==> src/rtl/pc_fetch_pkg.sv <==
// pc_fetch_pkg: shared types and defaults for the fetch sequencer.
//   fetch_state_t    - sequencer state encoding
//   RESET_PC_DEFAULT - default program counter after reset
//   STEP_DEFAULT     - default byte increment per sequential fetch
package pc_fetch_pkg;

  typedef enum logic [1:0] {
    IDLE,
    FETCH,
    HOLD,
    HALTED
  } fetch_state_t;

  localparam logic [31:0] RESET_PC_DEFAULT = 32'h0000_0000;
  localparam int unsigned STEP_DEFAULT     = 4;

endpackage

==> src/rtl/pc_reg_en.sv <==
// pc_reg_en: WIDTH-bit register with synchronous active-high reset and load enable.
// Ports:
//   clk   - rising-edge clock
//   reset - synchronous active-high reset, loads RESET_VAL
//   en    - load enable
//   d     - next value, captured when en=1
//   q     - register contents
module pc_reg_en #(
  parameter int unsigned      WIDTH     = 32,
  parameter logic [WIDTH-1:0] RESET_VAL = '0
) (
  input  logic             clk,
  input  logic             reset,
  input  logic             en,
  input  logic [WIDTH-1:0] d,
  output logic [WIDTH-1:0] q
);

  always_ff @(posedge clk) begin
    if (reset) begin
      q <= RESET_VAL;
    end else if (en) begin
      q <= d;
    end
  end

endmodule

==> src/rtl/pc_fetch_sequencer.sv <==
// pc_fetch_sequencer: owns the program counter and sequences instruction fetch.
// Issues a request at the PC, holds the returned word until decode accepts it, then
// advances by STEP. Redirects override everything except reset; halt is honoured
// only when a held instruction is accepted.
// Ports:
//   clk, reset              - clock, synchronous active-high reset
//   imem_req/imem_addr      - fetch request and address (Moore, from state and pc)
//   imem_ack/imem_rdata     - memory response, valid only in FETCH
//   inst_valid/inst/inst_pc - registered instruction handed to decode
//   inst_ready              - decode accepts the held instruction
//   redirect/redirect_pc    - branch/jump target load
//   halt/halted             - stop after acceptance / sequencer is halted
// Optional feature macro PC_FETCH_PERF_EN adds saturating fetch_count and stall_count.
module pc_fetch_sequencer
  import pc_fetch_pkg::*;
#(
  parameter int unsigned      WIDTH    = 32,
  parameter logic [WIDTH-1:0] RESET_PC = WIDTH'(RESET_PC_DEFAULT),
  parameter int unsigned      STEP     = STEP_DEFAULT
) (
  input  logic             clk,
  input  logic             reset,
  output logic             imem_req,
  output logic [WIDTH-1:0] imem_addr,
  input  logic             imem_ack,
  input  logic [31:0]      imem_rdata,
  output logic             inst_valid,
  output logic [31:0]      inst,
  output logic [WIDTH-1:0] inst_pc,
  input  logic             inst_ready,
  input  logic             redirect,
  input  logic [WIDTH-1:0] redirect_pc,
  input  logic             halt,
`ifdef PC_FETCH_PERF_EN
  output logic [31:0]      fetch_count,
  output logic [31:0]      stall_count,
`endif
  output logic             halted
);

  fetch_state_t     state_q, state_d;
  logic [WIDTH-1:0] pc_q, pc_d;
  logic             pc_en;
  logic             capture;
  logic             inst_valid_q, inst_valid_d;

  // Redirect wins over any ack or acceptance in the same cycle.
  always_comb begin
    state_d      = state_q;
    pc_en        = 1'b0;
    pc_d         = pc_q + WIDTH'(STEP);
    capture      = 1'b0;
    inst_valid_d = inst_valid_q;
    if (redirect) begin
      state_d      = FETCH;
      pc_en        = 1'b1;
      pc_d         = redirect_pc;
      inst_valid_d = 1'b0;
    end else begin
      unique case (state_q)
        IDLE:  state_d = FETCH;
        FETCH: begin
          if (imem_ack) begin
            capture      = 1'b1;
            pc_en        = 1'b1;
            inst_valid_d = 1'b1;
            state_d      = HOLD;
          end
        end
        HOLD: begin
          if (inst_ready) begin
            inst_valid_d = 1'b0;
            state_d      = halt ? HALTED : FETCH;
          end
        end
        HALTED:  state_d = HALTED;
        default: state_d = IDLE;
      endcase
    end
  end

  always_ff @(posedge clk) begin
    if (reset) begin
      state_q      <= IDLE;
      inst_valid_q <= 1'b0;
    end else begin
      state_q      <= state_d;
      inst_valid_q <= inst_valid_d;
    end
  end

  pc_reg_en #(
    .WIDTH     (WIDTH),
    .RESET_VAL (RESET_PC)
  ) u_pc (
    .clk   (clk),
    .reset (reset),
    .en    (pc_en),
    .d     (pc_d),
    .q     (pc_q)
  );

  pc_reg_en #(
    .WIDTH     (WIDTH),
    .RESET_VAL ('0)
  ) u_inst_pc (
    .clk   (clk),
    .reset (reset),
    .en    (capture),
    .d     (pc_q),
    .q     (inst_pc)
  );

  pc_reg_en #(
    .WIDTH     (32),
    .RESET_VAL ('0)
  ) u_inst (
    .clk   (clk),
    .reset (reset),
    .en    (capture),
    .d     (imem_rdata),
    .q     (inst)
  );

  always_comb begin
    imem_req   = (state_q == FETCH);
    imem_addr  = pc_q;
    halted     = (state_q == HALTED);
    inst_valid = inst_valid_q;
  end

`ifdef PC_FETCH_PERF_EN
  logic [31:0] fetch_count_q, stall_count_q;
  logic        stall;

  // Stalls count regardless of a concurrent redirect: the cycle was still spent waiting.
  assign stall = ((state_q == FETCH) && !imem_ack) || ((state_q == HOLD) && !inst_ready);

  always_ff @(posedge clk) begin
    if (reset) begin
      fetch_count_q <= '0;
      stall_count_q <= '0;
    end else begin
      if (capture && (fetch_count_q != 32'hFFFF_FFFF)) fetch_count_q <= fetch_count_q + 32'd1;
      if (stall && (stall_count_q != 32'hFFFF_FFFF)) stall_count_q <= stall_count_q + 32'd1;
    end
  end

  assign fetch_count = fetch_count_q;
  assign stall_count = stall_count_q;
`endif

endmodule
==> config.mk <==
export PLATFORM = sky130hd
export DESIGN_NAME = pc_fetch_sequencer
export DESIGN_NICKNAME = d
export VERILOG_FILES = /design/src/rtl/pc_fetch_pkg.sv /design/src/rtl/pc_reg_en.sv /design/src/rtl/pc_fetch_sequencer.sv
export SDC_FILE = /design/constraint.sdc
export NUM_CORES = 1
export LEC_CHECK = 0
export BUFFER_PORTS_ARGS = -buffer_cell sky130_fd_sc_hd__buf_2
export CAP_MARGIN = 20
export CELL_PAD_IN_SITES_DETAIL_PLACEMENT = 1
export CELL_PAD_IN_SITES_GLOBAL_PLACEMENT = 1
export CORE_MARGIN = 3
export CORE_UTILIZATION = 30
export CTS_CLUSTER_DIAMETER = 150
export DETAILED_ROUTE_END_ITERATION = 10
export GPL_TIMING_DRIVEN = 0
export HOLD_SLACK_MARGIN = 0.15
export MAX_ROUTING_LAYER = met4
export PLACE_DENSITY_LB_ADDON = 0.1
export REMOVE_ABC_BUFFERS = 1
export SYNTH_ARGS = -nofsm -noshare
export SYNTH_HDL_FRONTEND = slang
export SYNTH_SLANG_ARGS = --single-unit
==> constraint.sdc <==
create_clock -name clk -period 1.9 [get_ports clk]
set_clock_uncertainty 0.1 [all_clocks]
set_input_delay 0.38 -clock clk [delete_from_list [all_inputs] [get_ports clk]]
set_output_delay 0.38 -clock clk [all_outputs]
set_load 0.01 [all_outputs]
==> results.md <==
- Prevailing post-synth register cell: dfxtp_1
- CTS Buffer Depth: 2
- Diode count: 0
- Worst-path fanout max: 7
- M1 GR Usage: 23.5%
- Pwr dens: around 770 nW/µm²
- Number of synthesized flops with an enable pin: 0
- Hold_ws: between 150 and 200 ps
- Tot Pwr: 4.93 mW
- Initial antenna violation count: 0
- CP Cell Sequence: nand3_4 > or3_4 > buf_4 > or4_4 > a31oi_1
- Drt wl/cell: 16.8 µm
- DIE HEIGHT: between 100 and 150 µm
- Finished Cell Area: 6390 µm²
- Core Rows: 42
- Most frequent cell after synthesis: nand2_1
- RSZ-0062 raised after global routing: true
- GR peak layer: met2
- Crit path largest cell delay: roughly 500 ps
- Peak VDD IR: about 0.00037 V
- Layout Nets: about 810
- Die extent in x: 125 µm
- Synthesis warning total: 0
- Final hold vios: 0
- Die footprint: roughly 16000 µm²
- Port bufs: between 150 and 200
- Synth area leaders: dfxtp_1, nand2_1, a21oi_1
- Mean Syn Cell Area: about 7.9 µm²
- Gr usage total: between 10% and 20%
- Seq/Total Area, Yosys: a little under half
- Dpl hpwl: 9890 µm
- #FFs+latches synth: between 90 and 100
- Register area: roughly 2100 µm²
- Io pins: ~170
- Crit path kind: flip-flop to flip-flop
- Share of post-route cells with drive strength above 1: between 40% and 50%
- Top delay family on crit path: simple AND/OR/NAND/NOR gates
- CTS H-tree depth: 3
- GRT overflow: 0
- Worst path buffer plus inverter count: 1
- Min cycle time layout: between 1500 and 2000 ps
- Fmax: 520 MHz
- Pin count of the biggest net entering global routing: between 50 and 60
- Number of remaining DRC errors: 0
- Top cell type's share of synthesized area: 46.8%
- Clock-pin slew on the worst setup and hold paths: about 70 ps
- Layout area overhead: 50.9%
- Total Wirelength: around 15000 µm
- Worst slew margin: between 60% and 70%
- Top cell types by occurrence after synthesis: nand2_1, dfxtp_1, a21oi_1, clkbuf_1, nor2_1
- Drt via density: approximately 5.1
- Number of buffers created by CTS: 9
- Clock sink total: between 90 and 100
- Met2 Use GR: about 33%
- CP Capture Type: flip-flop
- Core area: around 14000 µm²
- Cts hold-fix bufs: 0
- Number of global-route vias before repair: 4711
- Area of the multi-input gates: approximately 2300 µm²
- Root buffer cell: clkbuf_16
- Finished Core Util: between 40% and 50%
- Iter 0 DRT Violations: ~210
- Max stage delay cell, worst path: or4_4
- Max Cap Viol: 0
- Critical Path Start Type: flip-flop
- Critical Path RT: 2070 ps
- First-pass GRT wire length: between 20000 and 25000 µm
- Hold Crit Class: primary input to flip-flop
- Max-slew violation total from the final report: 0
- Met3 GRT Util: 3.13%
- Top cell type by total area after synthesis: dfxtp_1
- Initial Utilization: 31.4%
- Cell count after synthesis: 534
- Fill cells: 1669
- Final period util: 101%
- Failing checks: negative setup slack
- Final Wtd Congestion: around 0.75
- Worst skew pair latency: between 300 and 400 ps
- Synthesized area: approximately 4200 µm²
- Status: finished, violations left
- Leakage: 2.72 nW
- TritonRoute pass-1 iters: 4
- Final WS setup: -24.3 ps
- Setup-failing EPs final: 1
- Via count: between 4000 and 5000
- FFs w/ async S/R, synth: 0%
- Final setup TNS: -24.3 ps
- Post-route ant nets: 0
- CTS tree: done
- Worst-Margin Slew: about 550 ps
- Placed cell area: about 5300 µm²
- Synth cell types: 50
- CP arrival: around 2100 ps
## cell type report
cell class,count,share of cell area [%]
multi-input cells,386,36.0
flip-flops and latches,99,32.2
repair buffers,228,22.2
clock buffers,11,3.96
well taps,176,3.45
clock inverters,5,1.29
inverters,13,0.822
repair inverters,1,0.0783
## final timing paths
| path | to | cells after the start | start | slack [ps] |
|---|---|---|---|---|
| max | u_pc.q[16] | 5 | u_pc.q[13] | -20 |
| min | u_pc.q[0] | 3 | redirect_pc[0] | 170 |
| max reg2reg | u_pc.q[16] | 5 | u_pc.q[13] | -20 |
| min reg2reg | u_inst.q[5] | 2 | u_inst.q[5] | 350 |
## registers in the layout, indices dropped and copies added (netlist names)
name         flops
u_inst.q        32
u_inst_pc.q     32
u_pc.q          32
inst_valid       1
state_q          2
## through the flow
stage               setup slack (ps)  instances
floorplan                      -1280        497
global placement               -3380        841
detailed placement              -956        845
CTS                            -23.2        893
global route                   -82.1        919
finish                         -24.3        919
## worst register-to-register path: stages, from the launching register on
cell	delay [ps]
dfxtp_4	400
nand3_4	90
or3_4	450
buf_4	170
or4_4	500
a31oi_1	130
## report_power, final
group          internal, mW  switching, mW
clock network          1.23          0.823
logic                 0.286          0.335
registers              2.16          0.101
total                  3.67           1.26
## placed cells by master, fill, tap and decap left out, types with 3 or more instances in the layout
master / n
nand4_1: 11
buf_2: 166
nor2b_1: 4
nand2_1: 144
nor4_4: 4
dfxtp_4: 19
dfxtp_1: 78
xor2_1: 5
a311oi_1: 6
buf_4: 49
a2111oi_2: 3
and3_1: 4
nor2_4: 3
a21oi_1: 70
buf_12: 5
nor3_1: 7
or4_4: 4
nor2_1: 23
xnor2_1: 6
nand3b_1: 3
a211oi_1: 13
inv_1: 12
buf_6: 6
a2111oi_0: 3
nor4_1: 3
nand3_1: 8
o21ai_0: 8
and4_1: 7
clkbuf_16: 9
## layer usage
layer  part of all wire, %  up-vias
li1                      -     2273
met1                    45     2236
met2                    49      114
met3                   4.0       19
met4                   1.8        0
met5                     0        -
## kinds of logic after synthesis
logic type,Yosys count,share of synthesized area (%)
simple gates,249,27.8
compound gates,122,17.7
flops,99,46.8
buf+inv,50,4.64
xor+xnor,11,2.28
mux,2,0.473
fa+ha+maj,1,0.295
## what timing repair did
action                     in CTS  in global routing
setup endpoints to repair      91                 19
pin swaps                      17                 18
cloned                          2                  0
buffers inserted               30                 26
resized for setup              66                 24
Power figures use the tool's default switching activity.
